`config.mk`:
```
export PLATFORM = sky130hd
export DESIGN_NAME = mmcm_rst_ctrl
export DESIGN_NICKNAME = d
export VERILOG_FILES = /design/src/rtl/clk_rst_pkg.sv /design/src/rtl/sync_2ff.sv /design/src/rtl/mmcm_rst_ctrl.sv
export SDC_FILE = /design/constraint.sdc
export NUM_CORES = 1
export LEC_CHECK = 0
export CELL_PAD_IN_SITES_DETAIL_PLACEMENT = 1
export CELL_PAD_IN_SITES_GLOBAL_PLACEMENT = 1
export CORE_ASPECT_RATIO = 0.5
export CORE_MARGIN = 2
export CORE_UTILIZATION = 42
export CTS_BUF_LIST = sky130_fd_sc_hd__clkbuf_4
export DETAILED_ROUTE_END_ITERATION = 8
export PLACE_DENSITY = 0.8
export SLEW_MARGIN = 5
export SYNTH_ARGS = -nofsm -noshare
export SYNTH_HDL_FRONTEND = slang
export SYNTH_SLANG_ARGS = --single-unit
```
`constraint.sdc`:
```
create_clock -name clk -period 2.3 [get_ports clk]
set_clock_uncertainty 0.2 [all_clocks]
set_input_delay 0.46 -clock clk [delete_from_list [all_inputs] [get_ports clk]]
set_output_delay 0.46 -clock clk [all_outputs]
set_load 0.03 [all_outputs]
```
`src/rtl/clk_rst_pkg.sv`:
```
// Shared definitions for the clock/reset sequencing blocks: controller state
// encoding, default timing parameters and small helpers.
package clk_rst_pkg;

  typedef enum logic [2:0] {
    ST_RST    = 3'd0,
    ST_WAIT   = 3'd1,
    ST_STABLE = 3'd2,
    ST_RUN    = 3'd3,
    ST_FAIL   = 3'd4
  } state_t;

  localparam int DEF_RST_PULSE_CYCLES = 16;
  localparam int DEF_LOCK_TIMEOUT     = 65536;
  localparam int DEF_STABLE_CYCLES    = 1024;
  localparam int DEF_MAX_RETRIES      = 3;

  localparam int RETRY_W = 2;
  localparam int LOSS_W  = 8;

  function automatic int max3(input int a, input int b, input int c);
    int m;
    m = (a > b) ? a : b;
    return (m > c) ? m : c;
  endfunction

  // Event counters stick at all-ones instead of wrapping back to zero.
  function automatic logic [LOSS_W-1:0] sat_inc(input logic [LOSS_W-1:0] v);
    return (v == {LOSS_W{1'b1}}) ? v : v + LOSS_W'(1);
  endfunction

endpackage

```
`src/rtl/sync_2ff.sv`:
```
// Two-flop synchroniser for a single asynchronous level into the clk domain.
// Both stages clear on the asynchronous reset.
module sync_2ff (
  input  logic clk,
  input  logic rst,
  input  logic d,
  output logic q
);

  (* ASYNC_REG = "TRUE" *) logic meta;
  (* ASYNC_REG = "TRUE" *) logic q_r;

  always_ff @(posedge clk or posedge rst) begin
    if (rst) begin
      meta <= 1'b0;
      q_r  <= 1'b0;
    end else begin
      meta <= d;
      q_r  <= meta;
    end
  end

  assign q = q_r;

endmodule

```
`src/rtl/mmcm_rst_ctrl.sv`:
```
// MMCM reset sequencer: pulses the MMCM reset, waits for a qualified lock,
// releases downstream reset, and retries or gives up when lock never settles.
module mmcm_rst_ctrl
  import clk_rst_pkg::*;
#(
  parameter int RST_PULSE_CYCLES = DEF_RST_PULSE_CYCLES,
  parameter int LOCK_TIMEOUT     = DEF_LOCK_TIMEOUT,
  parameter int STABLE_CYCLES    = DEF_STABLE_CYCLES,
  parameter int MAX_RETRIES      = DEF_MAX_RETRIES
) (
  input  logic               clk,
  input  logic               RESET,
  input  logic               locked_in,
  input  logic               relock_req,
  output logic               mmcm_rst,
  output logic               sys_rst,
  output logic               ready,
  output logic               fail,
  output logic [RETRY_W-1:0] retry_cnt,
  output logic [LOSS_W-1:0]  loss_cnt
);

  if (RST_PULSE_CYCLES < 1) begin : g_bad_rst_pulse
    $fatal(1, "RST_PULSE_CYCLES must be at least 1");
  end
  if (LOCK_TIMEOUT < 1) begin : g_bad_lock_timeout
    $fatal(1, "LOCK_TIMEOUT must be at least 1");
  end
  if (STABLE_CYCLES < 1) begin : g_bad_stable_cycles
    $fatal(1, "STABLE_CYCLES must be at least 1");
  end
  if (MAX_RETRIES < 1 || MAX_RETRIES > 3) begin : g_bad_max_retries
    $fatal(1, "MAX_RETRIES must be in the range 1..3");
  end

  localparam int CNT_W = $clog2(max3(RST_PULSE_CYCLES, LOCK_TIMEOUT, STABLE_CYCLES) + 1);

  localparam logic [CNT_W-1:0] LD_RST  = CNT_W'(RST_PULSE_CYCLES);
  localparam logic [CNT_W-1:0] LD_WAIT = CNT_W'(LOCK_TIMEOUT);
  // The cycle in which WAIT sees lock already counts as the first stable cycle.
  localparam logic [CNT_W-1:0] LD_STAB = CNT_W'(STABLE_CYCLES - 1);
  localparam logic [CNT_W-1:0] ONE     = CNT_W'(1);

  logic               locked_s;
  state_t             state;
  state_t             state_nxt;
  logic [CNT_W-1:0]   cnt;
  logic [CNT_W-1:0]   cnt_nxt;
  logic [RETRY_W-1:0] retry_nxt;
  logic [LOSS_W-1:0]  loss_nxt;
  logic               attempt_failed;

  sync_2ff u_lock_sync (
    .clk (clk),
    .rst (RESET),
    .d   (locked_in),
    .q   (locked_s)
  );

  always_comb begin
    state_nxt      = state;
    cnt_nxt        = cnt;
    retry_nxt      = retry_cnt;
    loss_nxt       = loss_cnt;
    attempt_failed = 1'b0;

    case (state)
      ST_RST: begin
        if (cnt <= ONE) begin
          state_nxt = ST_WAIT;
          cnt_nxt   = LD_WAIT;
        end else begin
          cnt_nxt = cnt - ONE;
        end
      end

      ST_WAIT: begin
        if (relock_req) begin
          state_nxt = ST_RST;
          cnt_nxt   = LD_RST;
        end else if (locked_s) begin
          if (STABLE_CYCLES == 1) begin
            state_nxt = ST_RUN;
            retry_nxt = '0;
          end else begin
            state_nxt = ST_STABLE;
            cnt_nxt   = LD_STAB;
          end
        end else if (cnt <= ONE) begin
          attempt_failed = 1'b1;
        end else begin
          cnt_nxt = cnt - ONE;
        end
      end

      ST_STABLE: begin
        if (relock_req) begin
          state_nxt = ST_RST;
          cnt_nxt   = LD_RST;
        end else if (!locked_s) begin
          attempt_failed = 1'b1;
        end else if (cnt <= ONE) begin
          state_nxt = ST_RUN;
          retry_nxt = '0;
        end else begin
          cnt_nxt = cnt - ONE;
        end
      end

      ST_RUN: begin
        // A lock loss is counted even when a relock request arrives with it.
        if (!locked_s) begin
          loss_nxt = sat_inc(loss_cnt);
        end
        if (!locked_s || relock_req) begin
          state_nxt = ST_RST;
          cnt_nxt   = LD_RST;
        end
      end

      ST_FAIL: begin
        if (relock_req) begin
          state_nxt = ST_RST;
          cnt_nxt   = LD_RST;
          retry_nxt = '0;
        end
      end

      default: begin
        state_nxt = ST_RST;
        cnt_nxt   = LD_RST;
      end
    endcase

    if (attempt_failed) begin
      retry_nxt = retry_cnt + RETRY_W'(1);
      if (int'(retry_cnt) + 1 >= MAX_RETRIES) begin
        state_nxt = ST_FAIL;
      end else begin
        state_nxt = ST_RST;
        cnt_nxt   = LD_RST;
      end
    end
  end

  // Outputs are decoded from the next state so they flip on the same edge as state.
  always_ff @(posedge clk or posedge RESET) begin
    if (RESET) begin
      state     <= ST_RST;
      cnt       <= LD_RST;
      mmcm_rst  <= 1'b1;
      sys_rst   <= 1'b1;
      ready     <= 1'b0;
      fail      <= 1'b0;
      retry_cnt <= '0;
      loss_cnt  <= '0;
    end else begin
      state     <= state_nxt;
      cnt       <= cnt_nxt;
      mmcm_rst  <= (state_nxt == ST_RST);
      sys_rst   <= (state_nxt != ST_RUN);
      ready     <= (state_nxt == ST_RUN);
      fail      <= (state_nxt == ST_FAIL);
      retry_cnt <= retry_nxt;
      loss_cnt  <= loss_nxt;
    end
  end

endmodule

```
After elaboration in Yosys (flattened, before gate mapping)
Index checks and enable logic that the tools add are counted.
{ "op_classes": {"n_eq_ne": 12, "n_reduce_logical": 7, "order_cmp": 2, "bitwise": 2, "n_div": 0, "shift": 0, "n_addsub": 4, "mux": 34, "n_mul": 0} }
{ "ops": {"columns": ["op", "count"], "rows": [
  ["$mux W17", 10],
  ["$pmux W17 S5", 1],
  ["$mux W3", 10],
  ["$le A17 B1 Y1 const B", 1],
  ["$sub A17 B1 Y17 const B", 1],
  ["$pmux W3 S5", 1],
  ["$mux W2", 5],
  ["$eq A3 B2 Y1 const B", 3],
  ["$ne A3 B3 Y1 const B", 3],
  ["$add A8 B1 Y8 const B", 1],
  ["$eq A8 B8 Y1 const B", 1],
  ["$eq A3 B3 Y1 const B", 2],
  ["$logic_not A3 Y1", 2],
  ["$ne A3 B2 Y1 const B", 2],
  ["$mux W1", 5],
  ["$reduce_and A5 Y1", 1],
  ["$pmux W2 S2", 1],
  ["$add A2 B1 Y3 const B", 1],
  ["$eq A3 B1 Y1 const B", 1],
  ["$ge A3 B2 Y1 const B", 1],
  ["$reduce_and A3 Y1", 1],
  ["$reduce_bool A3 Y1", 1],
  ["$add A2 B1 Y2 const B", 1],
  ["$not A1 Y1", 2],
  ["3 further kinds", 3]
]} }
{ "word_totals": {"mem_count": 0, "ramBits": 0, "register_bits": 36, "mem_bits_ro": 0, "wordCells": 71, "latchBits": 0, "output_inout_bits": 14, "input_bits": 4} }

Logic depth before layout (Yosys ltp)
Gate-level depths: netlist of run 1.
{ "depth": {"word_depth": 7, "depth_mapped": 11} }

Hierarchy
A second synthesis of run 1 with hierarchy kept.
{ "hier_totals": {"cells_unflattened": 257, "area_unflattened_um2": 2408.6} }
{ "modules_own_cells": {"columns": ["module", "area_per_inst_um2", "seq_area_each_um2", "instances", "cells_each"], "rows": [
  ["mmcm_rst_ctrl", 2354.8, 854.6, 1, 254],
  ["sync_2ff", 53.8, 50.0, 1, 3]
]} }

Worst setup path after synthesis of run 1
No wires, ideal clock.
{ "synth_timing": {"kind": "register -> register", "start": "reg cnt[2]", "end": "reg cnt[0]", "required_ps": 1972, "path_slack_ps": -218, "stages_incl_launch_ff": 9, "arrival_ps": 2191, "setup_time_ps": 128, "n_path_buf": 0, "path_cell_list": "dfrtp_1 -> or4_4 -> or3_4 -> nor2_4 -> inv_2 -> ha_1 -> inv_1 -> a222oi_1 -> nor2_1"} }
{ "synth_via": {"elab_chain_cells": 7, "word_cells_on_any_way": 14} }
{ "synth_lines": {"columns": ["element", "line_no", "rtl"], "rows": [
  ["start: declaration", "mmcm_rst_ctrl.sv:47", "logic [CNT_W-1:0] cnt;"],
  ["start signal: assignment", "mmcm_rst_ctrl.sv:159", "cnt <= cnt_nxt;"],
  ["$le A17 B1 Y1 (*)", "mmcm_rst_ctrl.sv:69, mmcm_rst_ctrl.sv:89, mmcm_rst_ctrl.sv:102", null],
  ["$mux W17", "mmcm_rst_ctrl.sv:89, mmcm_rst_ctrl.sv:102", null],
  ["$mux W17 (on tied branches)", "mmcm_rst_ctrl.sv:100, mmcm_rst_ctrl.sv:81", null],
  ["$mux W17 (on tied branches)", "mmcm_rst_ctrl.sv:97, mmcm_rst_ctrl.sv:78", null],
  ["$pmux W17 S5", "mmcm_rst_ctrl.sv:67", "case (state)"],
  ["$mux W17", "mmcm_rst_ctrl.sv:137", "if (int'(retry_cnt) + 1 >= MAX_RETRIES) begin"],
  ["$mux W17 (*)", "mmcm_rst_ctrl.sv:135", "if (attempt_failed) begin"],
  ["named net cnt_nxt[0]", "mmcm_rst_ctrl.sv:48", "logic [CNT_W-1:0] cnt_nxt;"]
]} }
Mark *: on every way through the listed nets, which the timed path passes. The rest lies on a longest branch.
A chain may end at the register's enable or synchronous reset.

Worst setup path in the final report of run 1
{ "layout_timing": {"start": "reg cnt[0]", "end": "reg cnt[16]"} }
{ "layout_via": {"elab_chain_cells": 7, "word_cells_on_any_way": 15} }
{ "layout_lines": {"columns": ["element", "line_no"], "rows": [
  ["$sub A17 B1 Y17 / $le A17 B1 Y1 (equally long branches)", null],
  ["$mux W17", "mmcm_rst_ctrl.sv:89, mmcm_rst_ctrl.sv:102"],
  ["$mux W17 (on tied branches)", "mmcm_rst_ctrl.sv:100, mmcm_rst_ctrl.sv:81"],
  ["$mux W17 (on tied branches)", "mmcm_rst_ctrl.sv:97, mmcm_rst_ctrl.sv:78"],
  ["$pmux W17 S5", "mmcm_rst_ctrl.sv:67"],
  ["$mux W17", "mmcm_rst_ctrl.sv:137"],
  ["$mux W17 (*)", "mmcm_rst_ctrl.sv:135"],
  ["named net cnt_nxt[16]", "mmcm_rst_ctrl.sv:48"]
]} }
Marked as above.

==> metrics.yaml, run 1 <==
outcome:
  outcome: "finished with violations"
  violations: "design-rule violations, negative setup slack"
power_and_ir_drop:
  p_leak_nw: 1.44
  power_w: 0.00308
  peakVddDrop_mv: 0.570
  p_per_area_mw_per_mm2: 886
place:
  gp_congestion: 0.872
  dp_hpwl_mm: 6.26
  portBuffers: 17
final_layout:
  drive_gt1_share_pct: 40.7
  post-route-util_pct: 63.6
  nets: 353
  fill_cells: 592
  areaGrowthSynthToFinish_pct: 46.3
yosys:
  syn_area_per_cell_sq_um: 9.00
  synth_flop_cell: "dfrtp_1"
  synth_seq_area_share_pct: 38.1
  yosysUniqueCellTypes: 64
  syn_area_sq_mm: 0.00238
  yosys_warnings: 0
  postSynthCellCount: 264
  syn_nets: 274
  synth_seq_cells: 36
  synthArstFlopShare_pct: 100
  synth_edf_count: 0
worst_setup_path:
  crit_type: "reg2reg"
  arrival_ns: 2.70
  required_ns: 2.36
  cp-start-kind: "flop"
  path_max_fanout: 5
  cp-end-kind: "flop"
timing:
  tns_ns: -5.36
  fin_ws_ns: -0.338
  timing.fmax_ghz: 0.379
  tightest_slew_ns: 0.565
  final-setup-viol-count: 23
  fin_crit_sh_pct: 115
  grt_setup_unrepaired: "yes"
  slew_violations: 0
  slew_headroom_pct: 62.2
  post-route-min-period_ns: 2.64
  finalHoldViolCount: 0
floorplanning:
  die_y_um: 57.2
  die_w_um: 110
  rows: 19
  dieArea_sq_mm: 0.00631
  top_level_ports: 18
  core_area_sq_mm: 0.00547
  initial_core_util_pct: 43.5
grt:
  overflow: 0
  grt_first_pass_wirelength_mm: 16.3
  grt_max_degree: 37
  grt_usage_pct: 35.3
  antenna_found_initial: 0
  grt_pass1_vias: 2886
drt:
  drc: 1
  firstDrtPassIters: 5
  drtAntennaViolNets: 0
  vias: 2915
  wl_per_cell_um: 28.1
  viasPerCell: 6.97
  routed_wl_mm: 11.7
  drt_iter0_markers: 296
clocking:
  cts.htree.levels: 2
  clk_pin_slew_ns: 0.15
  numCtsBuffers: 5
  cts_tree: "done"
  clk_latency_ns: 0.41
  clock_tree.root_cell: "clkbuf_4"
  clockBufferDepth: 2
  cts.sinks: 36
  cts_hold_repair.buffers: 0
min_path:
  hold_class: "reg2reg"
flow_run:
  maxCapViolCount: 0
synth_stat cells (3+ instances only):
cell / number / share of area [%]
nand3b_1: 4 / 1.3
mux2i_1: 3 / 1.3
nor3b_1: 3 / 0.95
a2bb2oi_1: 3 / 1.1
nor4_1: 6 / 1.6
o221ai_1: 3 / 1.1
xnor2_1: 4 / 1.5
nand3_1: 5 / 1.1
a31oi_1: 8 / 2.1
nor2_1: 22 / 3.5
nand4_1: 4 / 1.1
o31ai_1: 3 / 0.95
a311oi_1: 7 / 2.6
a211oi_1: 6 / 1.9
a21oi_1: 16 / 3.4
or3_1: 3 / 0.79
nand2_1: 22 / 3.5
o2111a_1: 3 / 1.4
nand2b_1: 3 / 0.79
ha_1: 6 / 3.2
clkbuf_1: 9 / 1.4
and2_1: 3 / 0.79
dfstp_2: 3 / 3.3
nor3_1: 11 / 2.3
o21ai_0: 3 / 0.63
xor2_1: 5 / 1.8
dfrtp_1: 33 / 35
buf_1: 3 / 0.47
inv_1: 10 / 1.6
o22ai_1: 5 / 1.3
critical path: stages (launching register included):
cell and delay (ns):
dfrtp_2 0.49, buf_4 0.16, inv_1 0.14, ha_2 0.28, nor3b_2 0.25, buf_4 0.16, nand4_1 0.21, o311ai_1 0.46
a31oi_4 0.13
logic make-up (layout without fill, tap and decap cells):
logic type	Yosys count	after routing	synth area share [%]
flops	36	36	38.1
compound gates	76	76	24.2
xor+xnor	9	9	3.32
mux	4	4	1.74
fa+ha+maj	6	6	3.16
other cells	0	1	0
simple gates	106	106	24.5
buf+inv	27	107	5.00
sequential cells by signal, indices dropped and copies added (netlist names), 2 cells and up:
name / count
cnt: 17
state: 3
retry_cnt: 2
loss_cnt: 8
report_power, final:
part           switching, W  total, W  internal, W
combinational      0.000891   0.00163     0.000735
clock              0.000280  0.000519     0.000240
sequential         0.000148  0.000933     0.000784
path summary, 6_finish.rpt:
check / start / to / slack (ns) / cells past startpoint
setup / recovery: cnt[0] / cnt[16] / -0.34 / 8
hold / removal: u_lock_sync.meta / u_lock_sync.q / 0.17 / 0
setup reg to reg: cnt[0] / cnt[16] / -0.34 / 8
hold reg to reg: u_lock_sync.meta / u_lock_sync.q / 0.17 / 0
max in group asynchronous: RESET / sys_rst / 1.15 / 3
min in group asynchronous: RESET / fail / 0.37 / 3
timing repair:
| action | in CTS | in global routing |
|---|---|---|
| resized for setup | 18 | 35 |
| endpoints found under the setup margin | 23 | 25 |
| pin swaps | 5 | 11 |
| buffers inserted | 6 | 3 |
metal layers:
| metal | vias to the layer above | track usage, % | share of wire [%] |
|---|---|---|---|
| li1 | 1161 | - | - |
| met4 | 0 | 20.5 | 5.5 |
| met5 | - | 0 | 0 |
| met3 | 75 | 9.71 | 8.6 |
| met1 | 1478 | 44.6 | 40 |
| met2 | 201 | 54.8 | 46 |
placed cells by master, fill, tap and decap left out, drive strengths merged, types with 4 or more instances in the layout:
| cell | count |
|---|---|
| buf | 71 |
| dfrtp | 33 |
| nor2 | 23 |
| nand2 | 22 |
| clkdlybuf4s50 | 17 |
| a21oi | 16 |
| inv | 11 |
| nor3 | 11 |
| a31oi | 8 |
| a311oi | 7 |
| a211oi | 7 |
| clkbuf | 6 |
| nand3 | 6 |
| nor4 | 6 |
| ha | 6 |
| xor2 | 5 |
| o22ai | 5 |
| xnor2 | 4 |
| nand4 | 4 |
| nand3b | 4 |
| or3 | 4 |
| or4 | 4 |
metrics by stage:
step / instances / hold slack, ns / setup WS [ns] / instance area [sq um]
finish: 418 / 0.172 / -0.338 / 3480
global route: 417 / 0.182 / -0.512 / 3470
CTS: 414 / 0.169 / -0.230 / 3260
detailed placement: 400 / 0.144 / -0.275 / 3050
global placement: 400 / 0.134 / -0.214 / 3050
floorplan: 264 / 0.131 / -0.165 / 2400
cell type report:
type,instances,area [sq um],share of cell area [%]
sequential,36,906,26.1
clock inverter,2,35.0,1.01
antenna,1,2.50,0.0720
multi-input combinational,201,1620,46.5
tap,73,91.3,2.63
clock buffer,6,45.0,1.30
inverter,11,43.8,1.26
timing repair buffer,88,737,21.2
No activity file was read; power rests on OpenSTA's default activity.
==> run 2, diff against run 1 <==
--- a/config.mk
+++ b/config.mk
@@ -7,7 +7,7 @@
 export LEC_CHECK = 0
 export CELL_PAD_IN_SITES_DETAIL_PLACEMENT = 1
 export CELL_PAD_IN_SITES_GLOBAL_PLACEMENT = 1
-export CORE_ASPECT_RATIO = 0.5
+export CORE_ASPECT_RATIO = 1.25
 export CORE_MARGIN = 2
 export CORE_UTILIZATION = 42
 export CTS_BUF_LIST = sky130_fd_sc_hd__clkbuf_4
==> run 2 against run 1 <==
Worst hold slack improved by 0.0049 ns. Via count fell by 9.1%. Sequential share of layout area rose by 0.58 points. Final cell count fell by 3.6%. The flow finishes with violations (negative setup slack). Combinational power fell by 9%. Die area fell by 0.52%. Setup slack improved by 0.055 ns. Highest routed layer unchanged. Critical endpoint is now cnt[0]. Register-to-register slack improved by 0.05 ns. Routed wire length fell by 19%. Core utilization fell by 1.2 points.
==> metrics.yaml, run 2 (synthesized netlist as in run 1, its figures left out) <==
worst_setup_path:
  path_buf_inv: 2  # -1
  crit_type: "reg2reg"
  slowest_stage: "or4_4"
  cpPeakStageDelay_ns: 0.53  # +0.04 ns
  cp-start-kind: "flop"
  arrival_ns: 2.63  # -0.07 ns
  ff2ff_path_depth: 8  # unchanged
  regToRegSetupSlack_ns: -0.28  # +0.05 ns
  required_ns: 2.35  # about the same
  timing.rr.start: "cnt[3]"
  cp-end-kind: "flop"
  path_delay_family: "simple AND/OR/NAND/NOR gates"
  crit_chain: "or4_4, or3_4, nor2_4, inv_4, ha_4, inv_2, a222oi_1, nor2_1"
  path_max_fanout: 4  # -1
  reg2reg_to: "cnt[0]"
final_layout:
  multiInputGateArea_sq_mm: 0.00161  # -0.46%
  largest_reg_flops: 17  # unchanged
  drive_gt1_share_pct: 39.9  # -0.76 points
  reg.largest.list: "cnt: 17 flops, loss_cnt: 8 flops, state: 3 flops"
  fill_cells: 595  # +0.51%
  regMostFlops: "cnt"
  nets: 347  # -1.7%
  finalInstanceArea_sq_mm: 0.00340  # -2.3%
  register_area_sq_um: 905  # -0.14%
  final_common_cell: "buf_4"
  areaGrowthSynthToFinish_pct: 42.9
  mostFrequentLayoutCells: "60 x buf_4, 33 x dfrtp_1, 22 x nand2_1"
drt:
  wl_per_cell_um: 23.5  # -16%
  met1_length_mm: 3.49  # -25%
  viasPerCell: 6.57  # -5.7%
  drt_iter0_markers: 138  # -53%
  vias: 2649  # -9.1%
  drtAntennaViolNets: 0  # unchanged
  routed_wl_mm: 9.49  # -19%
  dr_wl_met2_mm: 4.94  # -9.3%
  drc: 0  # -1
  highest_layer: "met4"
  met3RoutedLength_um: 556  # -45%
  firstDrtPassIters: 4  # -1
timing:
  tightest_slew_ns: 0.612  # +0.0472 ns
  hold_ws_ns: 0.177  # +0.00486 ns
  timing.fmax_ghz: 0.387  # +2.1%
  finalHoldViolCount: 0  # unchanged
  final-setup-viol-count: 20  # -13%
  fin_ws_ns: -0.283  # +0.0548 ns
  grt_setup_unrepaired: "yes"
  fin_crit_sh_pct: 112  # -2.4 points
  post-route-min-period_ns: 2.58  # -0.0548 ns
  slew_violations: 0  # unchanged
  slew_headroom_pct: 59.1  # -3.2 points
clocking:
  cts_hold_repair.buffers: 0  # unchanged
  clk_pin_slew_ns: 0.13  # -0.02 ns
  numCtsBuffers: 5  # unchanged
  clock_tree.root_cell: "clkbuf_4"
  cts.sinks: 36  # unchanged
  clockBufferDepth: 2  # unchanged
  cts_tree: "done"
  cts.htree.levels: 2  # unchanged
  clk_latency_ns: 0.37  # -0.04 ns
grt:
  grt_usage_pct: 29.1  # -6.3 points
  grt_first_pass_wirelength_mm: 14.0  # -14%
  overflow: 0  # unchanged
  grt_pass1_vias: 2782  # -3.6%
  antenna_found_initial: 1  # +1
  grt_max_degree: 37  # unchanged
floorplanning:
  core_area_sq_mm: 0.00544  # -0.46%
  top_level_ports: 18  # unchanged
  rows: 30  # +11
  die_y_um: 88.1  # +54%
  die_w_um: 71.3  # -35%
  initial_core_util_pct: 43.7  # +0.20 points
  dieArea_sq_mm: 0.00628  # -0.52%
place:
  dp_hpwl_mm: 6.17  # -1.5%
  portBuffers: 17  # unchanged
  gp_congestion: 0.839  # -3.8%
  place_area_sq_mm: 0.00303  # -0.62%
flow_run:
  maxCapViolCount: 0  # unchanged
power_and_ir_drop:
  p_per_area_mw_per_mm2: 855  # -3.5%
  peakVddDrop_mv: 0.348  # -39%
  power_w: 0.00290  # -5.7%
  p_leak_nw: 1.40  # -2.5%
min_path:
  holdPathEnd: "u_lock_sync.q"
  hold_start: "u_lock_sync.meta"
  hold_depth: 0  # unchanged
  hold_class: "reg2reg"
outcome:
  violations: "negative setup slack"
  outcome: "finished with violations"
## run 2: cell types whose count changed in the layout (fill, tap and decap cells not counted), sizes merged
cell,delta
clkinvlp,+1
buf,-6
clkbuf,-1
## run 2: repair_timing
action                                  in CTS  in global routing
setup buffers                                2                  2
pin swaps                                    8                  5
resized for setup                           32                 17
endpoints found under the setup margin      25                 23
gates cloned                                 0                  0
## run 2: per-layer routing
| metal | up-vias | track usage (%) |
|---|---|---|
| met2 | 129 | 52.8 |
| met4 | 0 | 17.0 |
| met1 | 1334 | 31.7 |
| met5 | - | 0 |
| li1 | 1147 | - |
| met3 | 39 | 4.72 |
## run 2: stage by stage
step | utilization (%) | setup TNS, ns | setup WS, ns | instances
global placement | 55.7 | -2.42 | -0.162 | 390
detailed placement | 55.7 | -3.57 | -0.250 | 390
CTS | 60.5 | -1.81 | -0.140 | 400
floorplan | - | -1.34 | -0.165 | 264
global route | 62.4 | -4.52 | -0.292 | 403
finish | 62.4 | -4.08 | -0.283 | 403
## run 2: report_power, final
part,switching [W],internal [W],total [W]
clock network,0.000251,0.000227,0.000477
logic,0.000764,0.000716,0.00148
registers,0.000165,0.000781,0.000946
## run 2: how the worst max path moves through the flow
stage / depth (start not counted) / slack [ns] / end / startpoint
floorplan: 8 / -0.17 / cnt[0] / cnt[15]
global placement: 6 / -0.16 / cnt[10] / relock_req
detailed placement: 8 / -0.25 / cnt[0] / cnt[15]
CTS: 8 / -0.14 / cnt[0] / cnt[15]
global route: 8 / -0.29 / cnt[0] / cnt[3]
finish: 8 / -0.28 / cnt[0] / cnt[3]
## run 2: area by class of cell
class / count / area share [%]
clock inverter: 3 / 1.25
multi-input combinational: 201 / 47.3
sequential: 36 / 26.6
inverter: 11 / 1.29
timing repair buffer: 82 / 19.9
tap: 64 / 2.36
clock buffer: 5 / 1.11
antenna: 1 / 0.0737
